**config.mk**
```make
export PLATFORM = sky130hd
export DESIGN_NAME = rcv_len_ctrl
export DESIGN_NICKNAME = d
export VERILOG_FILES = /design/src/rtl/rcv_len_ctrl.sv
export SDC_FILE = /design/constraint.sdc
export NUM_CORES = 1
export LEC_CHECK = 0
export BUFFER_PORTS_ARGS = -buffer_cell sky130_fd_sc_hd__buf_2
export CORE_ASPECT_RATIO = 0.7
export CORE_MARGIN = 2
export CORE_UTILIZATION = 56
export CTS_BUF_LIST = sky130_fd_sc_hd__clkbuf_4
export DETAILED_ROUTE_END_ITERATION = 6
export HOLD_SLACK_MARGIN = 0.05
export PLACE_DENSITY = 0.95
export SKIP_LAST_GASP = 1
export SLEW_MARGIN = 0
export SYNTH_ARGS = -nofsm -noshare
export SYNTH_HDL_FRONTEND = slang
export SYNTH_SLANG_ARGS = --single-unit
```
**constraint.sdc**
```tcl
create_clock -name clk -period 3.6 [get_ports clk]
set_clock_uncertainty 0.05 [all_clocks]
set_input_delay 0.72 -clock clk [delete_from_list [all_inputs] [get_ports clk]]
set_output_delay 0.72 -clock clk [all_outputs]
set_load 0.01 [all_outputs]
```
**src/rtl/rcv_len_ctrl.sv**
```systemverilog
// Receive-length controller: loads a byte count, consumes BEAT_BYTES per accepted beat and
// reports last beat, byte enables, completion, beat count and overflow status.
module rcv_len_ctrl #(
  parameter int unsigned CNT_W      = 16,
  parameter int unsigned BEAT_BYTES = 4,
  parameter int unsigned NXT_N      = 3
) (
  input  logic                  clk,
  input  logic                  rst,
  input  logic [CNT_W-1:0]      wr_size,
  input  logic [CNT_W-1:0]      bc_size,
  input  logic                  rcv_wr_d,
  input  logic                  rcv_bc_d,
  input  logic                  rcv_clr,
  input  logic [NXT_N-1:0]      rcv_nxt,
  output logic [CNT_W-1:0]      rcv_size,
  output logic                  rcv_last,
  output logic                  rcv_done,
  output logic                  rcv_done_p,
  output logic [BEAT_BYTES-1:0] rcv_be,
  output logic                  rcv_busy,
  output logic                  rcv_ovf,
  output logic [CNT_W-1:0]      rcv_beats
);

  localparam logic [CNT_W-1:0] BeatSize = CNT_W'(BEAT_BYTES);

  typedef enum logic [1:0] {StIdle, StRun, StDone} state_e;

  state_e           state_q, state_d;
  logic [CNT_W-1:0] size_q, size_d;
  logic [CNT_W-1:0] beats_q, beats_d;
  logic [CNT_W-1:0] load_val;
  logic             ovf_q, ovf_d;
  logic             done_p_q, done_p_d;
  logic             beat;

  assign beat       = |rcv_nxt;
  assign rcv_size   = size_q;
  assign rcv_last   = (size_q <= BeatSize);
  assign rcv_done   = (size_q == '0);
  assign rcv_done_p = done_p_q;
  assign rcv_busy   = (state_q == StRun);
  assign rcv_ovf    = ovf_q;
  assign rcv_beats  = beats_q;

  // Byte lane i is live while more than i bytes remain; saturates to all ones.
  always_comb begin
    rcv_be = '0;
    for (int unsigned i = 0; i < BEAT_BYTES; i++) begin
      rcv_be[i] = (size_q > CNT_W'(i));
    end
  end

  always_comb begin
    state_d  = state_q;
    size_d   = size_q;
    beats_d  = beats_q;
    ovf_d    = ovf_q;
    done_p_d = 1'b0;
    load_val = rcv_wr_d ? wr_size : bc_size;

    if (rcv_clr) begin
      state_d = StIdle;
      size_d  = '0;
      beats_d = '0;
      ovf_d   = 1'b0;
    end else if (rcv_wr_d || rcv_bc_d) begin
      // A beat coinciding with a load is dropped silently.
      size_d  = load_val;
      beats_d = '0;
      state_d = (load_val != '0) ? StRun : StIdle;
    end else if (beat) begin
      unique case (state_q)
        StRun: begin
          beats_d = (beats_q != '1) ? beats_q + CNT_W'(1) : beats_q;
          if (rcv_last) begin
            size_d   = '0;
            state_d  = StDone;
            done_p_d = 1'b1;
          end else begin
            size_d = size_q - BeatSize;
          end
        end
        StIdle, StDone: ovf_d = 1'b1;
        default: state_d = StIdle;
      endcase
    end
  end

  always_ff @(posedge clk or posedge rst) begin
    if (rst) begin
      state_q  <= StIdle;
      size_q   <= '0;
      beats_q  <= '0;
      ovf_q    <= 1'b0;
      done_p_q <= 1'b0;
    end else begin
      state_q  <= state_d;
      size_q   <= size_d;
      beats_q  <= beats_d;
      ovf_q    <= ovf_d;
      done_p_q <= done_p_d;
    end
  end

endmodule

```
==> results.yml, run 1 <==
run_status:
  status: "finished clean"
worst_setup_path:
  cpPeakStageDelay_ns: 0.59
  start_kind: "register"
  cp_cell_sequence: "or4_4, nor3_2, nand3_1, or3_1, inv_2, buf_2"
  crit_required_ns: 2.83
  crit_path_max_fanout: 6
  critPathTopFamily: "simple AND/OR/NAND/NOR gates"
  arrival_ns: 2.43
  critPathBufInv: 2
  end_kind: "primary output"
  slowest_stage: "or4_4"
  setup.worst_path.class: "reg -> out"
placed_design:
  place_congestion: 1.005
  port_buffers: 80
  hpwl_mm: 5.582
sta:
  slew_headroom_pct: 58.70
  fin_tns_setup_ns: 0
  worstMarginPinSlew_ns: 0.6195
  period_needed_ns: 3.201
  hold_ws_ns: 0.4036
  fin_crit_sh_pct: 88.93
  maxSlewViolCount: 0
  hold_violations: 0
  grt_setup_unrepaired: "no"
  setup_violations: 0
  max_clock_freq_mhz: 312.4
drt:
  drtIter0Drc: 323
  wirelength_mm: 7.422
  wl_met1_mm: 3.169
  dr.pass1.iters: 6
  wl_per_cell_um: 17.67
  antenna_left: 0
  vias: 2669
  drc: 0
  vias_per_cell: 6.355
  highest_layer: "met4"
  wl_met2_mm: 3.254
  met3RoutedLength_um: 820
synthesis:
  synth-edff-count: 0
  synthFlopType: "dfrtp_1"
  postSynthAreaPerCell_um2: 8.371
  netlist_instances: 284
  synth.area.top_cells: "dfrtp_1, mux2i_1, a21oi_1"
  synth_cell_types: 55
  synth_seq_area_share_pct: 37.89
  yosys.area.top_type_share_pct: 37.89
  yosysTopAreaCell: "dfrtp_1"
  syn-num-nets: 326
  synthArstFlopShare_pct: 100.0
  synth-seq-cells: 36
  synth_area_um2: 2377
  ys.warnings.count: 0
cts:
  cts_htree_levels: 2
  cts_buffers: 5
  cts_setup_buffers: 0
  cts_max_path_buffers: 2
  cts_sinks: 36
  cts_tree: "done"
  worstSkewPairLatency_ns: 0.35
  clkTransAtPathRegs_ns: 0.12
  cts_resized: 0
  cts_hold_buf: 0
  cts_root_buf: "clkbuf_4"
pwr:
  power_frac_clock_pct: 29.1
  p_leak_nw: 1.387
  p_seq_share_pct: 46.7
  sw_frac_of_total_pct: 31.62
  switchingPower_w: 0.0003032
  ir_drop_v: 0.0003773
  power_density_nw_per_um2: 327.2
  p_comb_share_pct: 24.2
  intPower_w: 0.0006556
grt:
  antenna_found_initial: 0
  track_usage_pct: 32.19
  grt_max_degree: 37
  grt-ovfl-total: 0
  grt_pass1_wl_mm: 11.69
  grt_pass1_vias: 2402
cells_and_area:
  num_antenna_cells: 0
  drive_above_1_share_pct: 28.26
  finalNetCount: 409
  area_growth_pct: 23.26
worst_hold_path:
  holdCritPathClass: "in -> async"
die:
  dieArea_um2: 4791
  die_w_um: 81.88
  initial_core_util_pct: 59.52
  io_pins: 81
  core-area_um2: 3994
  die_h_um: 58.51
  row_count: 19
flow_run:
  maxCapViolations: 0
synth_stat cells, types with 6 or more instances:
cell type / instances
xor2_1: 6
o21ai_1: 9
nor4_1: 7
inv_1: 8
or3_1: 12
dfrtp_1: 36
a21oi_1: 19
o21ai_0: 13
nor3_1: 15
nand2_1: 21
nand3_1: 12
mux2i_1: 10
nor2_1: 24
clkbuf_1: 11
worst paths after layout:
path,from,to,slack [ns],cells after the start
max in group asynchronous,rst,rcv_size[7],2.76,3
setup / recovery,rcv_size[10],rcv_done,0.40,6
min in group clk,rcv_ovf,rcv_ovf,0.50,2
hold reg to reg,rcv_ovf,rcv_ovf,0.50,2
hold / removal,rst,rcv_beats[9],0.40,3
setup reg to reg,rcv_size[10],rcv_size[13],1.14,5
flip-flops by register name, indices dropped and copies added (netlist names):
register	flops
rcv_size	16
rcv_ovf	1
rcv_beats	16
rcv_done_p	1
state_q	2
worst min-delay path, delay by kind of cell:
family	cells	cell delay (ns)
buffers and inverters	3	0.52
logic make-up (layout without fill, tap and decap cells):
logic type	count (synthesis)	count (layout)	synth area share, %
AND/OR/NAND/NOR	127	127	28.58
adder cells (fa/ha/maj)	2	2	1.052
AO/OA/AOI/OAI	79	79	21.84
multiplexers	10	10	4.211
flip-flops	36	36	37.89
buffers and inverters	24	108	4.211
XOR/XNOR	6	6	2.211
power groups by stage:
stage               combinational (W)  clock (W)  sequential, W
floorplan                    0.000125          0       0.000458
global route                 0.000251   0.000299       0.000450
detailed placement           0.000224          0       0.000454
finish                       0.000232   0.000279       0.000448
global placement             0.000222          0       0.000453
CTS                          0.000226   0.000281       0.000446
cell usage in the layout, fill, tap and decap left out, drive strengths merged, types with 6 or more instances in the layout:
cell type  Yosys  layout
a21oi         19      19
buf            3      90
dfrtp         36      36
inv           10      10
mux2i         10      10
nand2         21      21
nand3         12      12
nor2          25      25
nor3          16      16
nor4           7       7
o21ai         23      23
or3           13      13
or4            6       6
xor2           6       6
layout make-up:
| cell class | instances | area, um2 |
|---|---|---|
| multi-input cells | 224 | 1376 |
| clock buffers | 5 | 37.54 |
| fillers | 320 | 1064 |
| inverters | 10 | 37.54 |
| well taps | 52 | 65.06 |
| repair buffers | 90 | 475.5 |
| flip-flops and latches | 36 | 900.9 |
| clock inverters | 3 | 37.54 |
metrics by stage:
| step | std cells | instance area (um2) | total power [W] | setup WS [ns] | utilization (%) |
|---|---|---|---|---|---|
| 2_1_floorplan | 284 | 2377 | 0.0005834 | 0.8785 | - |
| 3_5_place_dp | 412 | 2855 | 0.0006783 | 0.8348 | 71.49 |
| 5_1_grt | 420 | 2930 | 0.0009995 | 0.3043 | 73.37 |
| 6_report | 420 | 2930 | 0.0009587 | 0.3986 | 73.37 |
| 3_3_place_gp | 412 | 2855 | 0.0006754 | 0.8953 | 71.49 |
| 4_1_cts | 420 | 2930 | 0.0009530 | 0.4383 | 73.37 |
layer usage:
metal  up-vias  global-route usage, %
met5         -                      0
met4         0                  10.71
met3        22                  6.595
met2       166                  47.39
met1      1250                  47.57
li1       1231                      -
No activity file was read; power rests on OpenSTA's default activity.
==> run 2, diff against run 1 <==
--- a/config.mk
+++ b/config.mk
@@ -8,11 +8,11 @@
 export BUFFER_PORTS_ARGS = -buffer_cell sky130_fd_sc_hd__buf_2
 export CORE_ASPECT_RATIO = 0.7
 export CORE_MARGIN = 2
-export CORE_UTILIZATION = 56
+export CORE_UTILIZATION = 52
 export CTS_BUF_LIST = sky130_fd_sc_hd__clkbuf_4
 export DETAILED_ROUTE_END_ITERATION = 6
 export HOLD_SLACK_MARGIN = 0.05
-export PLACE_DENSITY = 0.95
+export PLACE_DENSITY = 0.91
 export SKIP_LAST_GASP = 1
 export SLEW_MARGIN = 0
 export SYNTH_ARGS = -nofsm -noshare
==> constraint.sdc (replaced) <==
create_clock -name clk -period 3.2 [get_ports clk]
set_clock_uncertainty 0.05 [all_clocks]
set_input_delay 0.64 -clock clk [delete_from_list [all_inputs] [get_ports clk]]
set_output_delay 0.64 -clock clk [all_outputs]
set_load 0.01 [all_outputs]
==> results.yml, run 2 (same netlist as run 1, synthesis figures left out) <==
run_status:
  status: "finished clean"
sta:
  hold_violations: 0
  max_clock_freq_mhz: 328.0
  worstMarginPinSlew_ns: 0.6515
  period_needed_ns: 3.049
  fin_tns_setup_ns: 0
  fin_crit_sh_pct: 95.28
  final.setup.worst_slack_ns: 0.1511
  grt_setup_unrepaired: "no"
  setup_violations: 0
  slew_headroom_pct: 56.19
  maxSlewViolCount: 0
placed_design:
  port_buffers: 80
  pre_cts_ws_ns: 0.5168
  place_congestion: 0.9982
  dp.cells: 415
  hpwl_mm: 5.673
grt:
  grt_max_degree: 37
  track_usage_pct: 28.60
  grt_pass1_vias: 2350
  grt-ovfl-total: 0
  grt_pass1_wl_mm: 11.37
  antenna_found_initial: 0
pwr:
  sw_frac_of_total_pct: 33.77
  power_frac_clock_pct: 23.7
  ir_drop_v: 0.0002516
  switchingPower_w: 0.0003403
  power_density_nw_per_um2: 345.6
  p_comb_share_pct: 26.2
  p_leak_nw: 1.377
  intPower_w: 0.0006674
  p_seq_share_pct: 50.1
worst_setup_path:
  end_kind: "primary output"
  crit_required_ns: 2.51
  start_kind: "register"
  setup.worst_path.class: "reg -> out"
  arrival_ns: 2.36
  ff2ff_path_depth: 5
  crit_path_max_fanout: 8
drt:
  wirelength_mm: 7.436
  dr.pass1.iters: 5
  vias_per_cell: 6.303
  drc: 0
  wl_per_cell_um: 17.62
  antenna_left: 0
  vias: 2660
  drtIter0Drc: 354
cts:
  cts_sinks: 36
  clkTransAtPathRegs_ns: 0.12
  cts_hold_buf: 0
  cts_buffers: 5
  cts_tree: "done"
  cts_htree_levels: 2
  worstSkewPairLatency_ns: 0.35
  cts_root_buf: "clkbuf_4"
  cts_max_path_buffers: 2
  cts_setup_buffers: 0
cells_and_area:
  nFillCells: 365
  num_antenna_cells: 0
  drive_above_1_share_pct: 28.61
  register_area_um2: 900.9
  multi_input_comb_area_um2: 1383
  finalNetCount: 409
  final_common_cell: "buf_2"
  area_growth_pct: 22.63
  most-common-layout-cells: "buf_2, dfrtp_1, nor2_1"
  layout.cells.non_filler: 422
  final_core_util_pct: 66.57
die:
  die_w_um: 84.82
  core-area_um2: 4379
  io_pins: 81
  initial_core_util_pct: 54.29
  dieArea_um2: 5137
  die_h_um: 60.57
  row_count: 20
worst_hold_path:
  holdCritPathClass: "in -> async"
flow_run:
  maxCapViolations: 0
[run 2: changes by cell type in the layout (fill, tap and decap cells not counted)]
cell       previous run  this run
bufinv_16             1         0
clkbuf_4              5         6
clkinv_1              2         0
clkinv_2              0         1
nor3_2                1         0
nor3_4                0         1
[run 2: what timing repair did]
action                     CTS  global route
gates resized for setup      0             1
setup endpoints to repair    0             2
hold endpoints to repair     0             0
[run 2: critical path, cell delays in order (launching register included)]
cell	delay, ns
dfrtp_1	0.44
or4_4	0.58
or3_4	0.36
or2_1	0.37
inv_2	0.12
buf_2	0.14
[run 2: area by class of cell]
cell class / instances / share of cell area [%]
clock inverters: 1 / 0.1717
inverters: 10 / 1.288
repair buffers: 90 / 16.31
well taps: 55 / 2.361
multi-input cells: 224 / 47.42
flip-flops and latches: 36 / 30.90
clock buffers: 6 / 1.545
[run 2: per-stage QoR]
stage	cell area, um2	hold slack [ns]	total power [W]
after detailed placement	2859	0.4627	0.0007647
after global placement	2859	0.4271	0.0007582
after global routing	2915	0.3721	0.001051
after floorplan	2377	0.4780	0.0006563
final	2915	0.3264	0.001008
after CTS	2909	0.3348	0.0009984
[run 2: worst paths after layout]
path / slack, ns / endpoint / start
max reg2reg: 0.69 / rcv_size[13] / rcv_size[8]
max: 0.15 / rcv_last / rcv_size[8]
max in group asynchronous: 2.44 / rcv_beats[5] / rst
min: 0.33 / state_q[0] / rst
min reg2reg: 0.48 / rcv_ovf / rcv_ovf
min in group clk: 0.48 / rcv_ovf / rcv_ovf
[run 2: power by group through the flow]
stage,Clock (W),Combinational (W),Sequential [W]
2_1_floorplan,0,0.000141,0.000515
4_1_cts,0.000241,0.000255,0.000502
3_3_place_gp,0,0.000249,0.000509
6_report,0.000239,0.000264,0.000505
3_5_place_dp,0,0.000254,0.000511
5_1_grt,0.000259,0.000284,0.000507
[run 2: metal layers]
metal / GRT usage, % / wire length [um] / up-vias
li1: - / - / 1236
met1: 42.35 / 3232 / 1240
met2: 41.51 / 3258 / 165
met3: 7.347 / 792 / 19
met4: 9.070 / 153 / 0
met5: 0 / 0 / -
==> run 3, diff against run 2 <==
--- a/config.mk
+++ b/config.mk
@@ -8,11 +8,11 @@
 export BUFFER_PORTS_ARGS = -buffer_cell sky130_fd_sc_hd__buf_2
 export CORE_ASPECT_RATIO = 0.7
 export CORE_MARGIN = 2
-export CORE_UTILIZATION = 52
-export CTS_BUF_LIST = sky130_fd_sc_hd__clkbuf_4
+export CORE_UTILIZATION = 51
+export CTS_BUF_LIST = sky130_fd_sc_hd__clkbuf_8 sky130_fd_sc_hd__clkbuf_16
 export DETAILED_ROUTE_END_ITERATION = 6
 export HOLD_SLACK_MARGIN = 0.05
-export PLACE_DENSITY = 0.91
+export PLACE_DENSITY = 0.9
 export SKIP_LAST_GASP = 1
 export SLEW_MARGIN = 0
 export SYNTH_ARGS = -nofsm -noshare
==> results.yml, run 3 (same netlist as run 1, synthesis figures left out) <==
cells_and_area:
  final_common_cell: "buf_2"
  area_growth_pct: 25.89
  layout.cells.non_filler: 424
  finalNetCount: 410
  most-common-layout-cells: "buf_2, dfrtp_1, nor2_1"
  num_antenna_cells: 0
  final_cell_area_um2: 2993
  drive_above_1_share_pct: 29.00
sta:
  fin_crit_sh_pct: 95.60
  grt_setup_unrepaired: "no"
  hold_violations: 0
  fin_tns_setup_ns: 0
  max_clock_freq_mhz: 326.9
  setup_violations: 0
  slew_headroom_pct: 62.55
  worstMarginPinSlew_ns: 0.5618
  period_needed_ns: 3.059
  hold_ws_ns: 0.3713
  maxSlewViolCount: 0
worst_setup_path:
  slowest_stage: "or4_4"
  critPathTopFamily: "simple AND/OR/NAND/NOR gates"
  crit_required_ns: 2.51
  end_kind: "primary output"
  crit_path_max_fanout: 6
  arrival_ns: 2.37
  critPathBufInv: 2
  start_kind: "register"
  setup.worst_path.class: "reg -> out"
  cp_cell_sequence: "or4_4, nor3_2, nand3_1, or3_1, inv_2, buf_2"
  crit_start: "rcv_size[10]"
  r2r_start: "rcv_size[10]"
  cpPeakStageDelay_ns: 0.59
drt:
  vias: 2723
  vias_per_cell: 6.422
  wl_per_cell_um: 17.94
  dr.pass1.iters: 5
  drtIter0Drc: 266
  antenna_left: 0
  drc: 0
  wirelength_mm: 7.607
grt:
  grt.busiest_layer: "met2"
  track_usage_pct: 28.83
  antenna_found_initial: 0
  grt_pass1_vias: 2281
  grt_pass1_wl_mm: 11.46
  met1_usage_pct: 42.49
  grtUsageMet3_pct: 4.424
  grt_max_degree: 37
  met2_usage_pct: 43.19
  grt-ovfl-total: 0
cts:
  cts_setup_buffers: 0
  cts_max_path_buffers: 2
  cts_buffers: 5
  clkTransAtPathRegs_ns: 0.09
  cts_tree: "done"
  cts_root_buf: "clkbuf_8"
  cts_resized: 0
  cts_htree_levels: 2
  cts_sinks: 36
  cts_hold_buf: 0
  worstSkewPairLatency_ns: 0.31
placed_design:
  port_buffers: 80
  placed_area_um2: 2867
  place_congestion: 1.010
  hpwl_mm: 5.569
  dp.cells: 416
die:
  die_w_um: 85.60
  io_pins: 81
  core-area_um2: 4404
  initial_core_util_pct: 53.98
  die_h_um: 61.12
  dieArea_um2: 5232
  row_count: 20
pwr:
  power_density_nw_per_um2: 409.2
  p_leak_nw: 1.415
  ir_drop_v: 0.0002780
worst_hold_path:
  holdCritPathClass: "in -> async"
run_status:
  status: "finished clean"
flow_run:
  maxCapViolations: 0
run 3: cell count changes in the layout (fill, tap and decap cells not counted), sizes merged:
cell | previous run | this run
bufinv | 0 | 1
clkbuf | 6 | 7
buf | 90 | 91
clkinv | 1 | 0
run 3: where the power goes:
part | switching, W | leakage [nW] | total (W) | internal [W]
clock | 0.000182 | 0.0645 | 0.000458 | 0.000275
combinational | 0.000161 | 0.867 | 0.000263 | 0.000103
sequential | 0.0000280 | 0.484 | 0.000504 | 0.000476
run 3: final cells by class:
| cell class | instances | area [um2] |
|---|---|---|
| Clock buffer | 7 | 96.34 |
| Clock inverter | 1 | 30.03 |
| Fill cell | 364 | 1411 |
| Inverter | 10 | 37.54 |
| Multi-Input combinational cell | 224 | 1376 |
| Sequential cell | 36 | 900.9 |
| Tap cell | 55 | 68.82 |
| Timing Repair Buffer | 91 | 483.0 |
run 3: path summary, 6_finish.rpt:
kind / end / slack [ns] / cells past startpoint
min in group clk: rcv_ovf / 0.45 / 2
max in group asynchronous: rcv_beats[10] / 2.40 / 3
hold reg to reg: rcv_ovf / 0.45 / 2
hold / removal: rcv_size[10] / 0.37 / 3
setup reg to reg: rcv_size[13] / 0.79 / 5
setup / recovery: rcv_done / 0.14 / 6
run 3: metal layers:
metal / part of all wire (%) / vias up
met2: 44 / 181
met1: 42 / 1275
met5: 0 / -
li1: - / 1240
met4: 2.6 / 0
met3: 12 / 27
run 3: worst reg2reg max path, stage by stage (launching register included):
cell and delay (ns):
dfrtp_1 0.42, or4_4 0.59, or3_4 0.36, o21ai_2 0.42, nor3_1 0.11, or3_1 0.34
run 3: per-stage QoR:
step / power, W / setup WS, ns / util [%]
finish: 0.001225 / 0.1408 / 67.95
CTS: 0.001213 / 0.1821 / 67.95
detailed placement: 0.0007644 / 0.5216 / 65.09
global placement: 0.0007611 / 0.5844 / 65.09
floorplan: 0.0006563 / 0.5585 / -
global route: 0.001262 / 0.06871 / 67.95
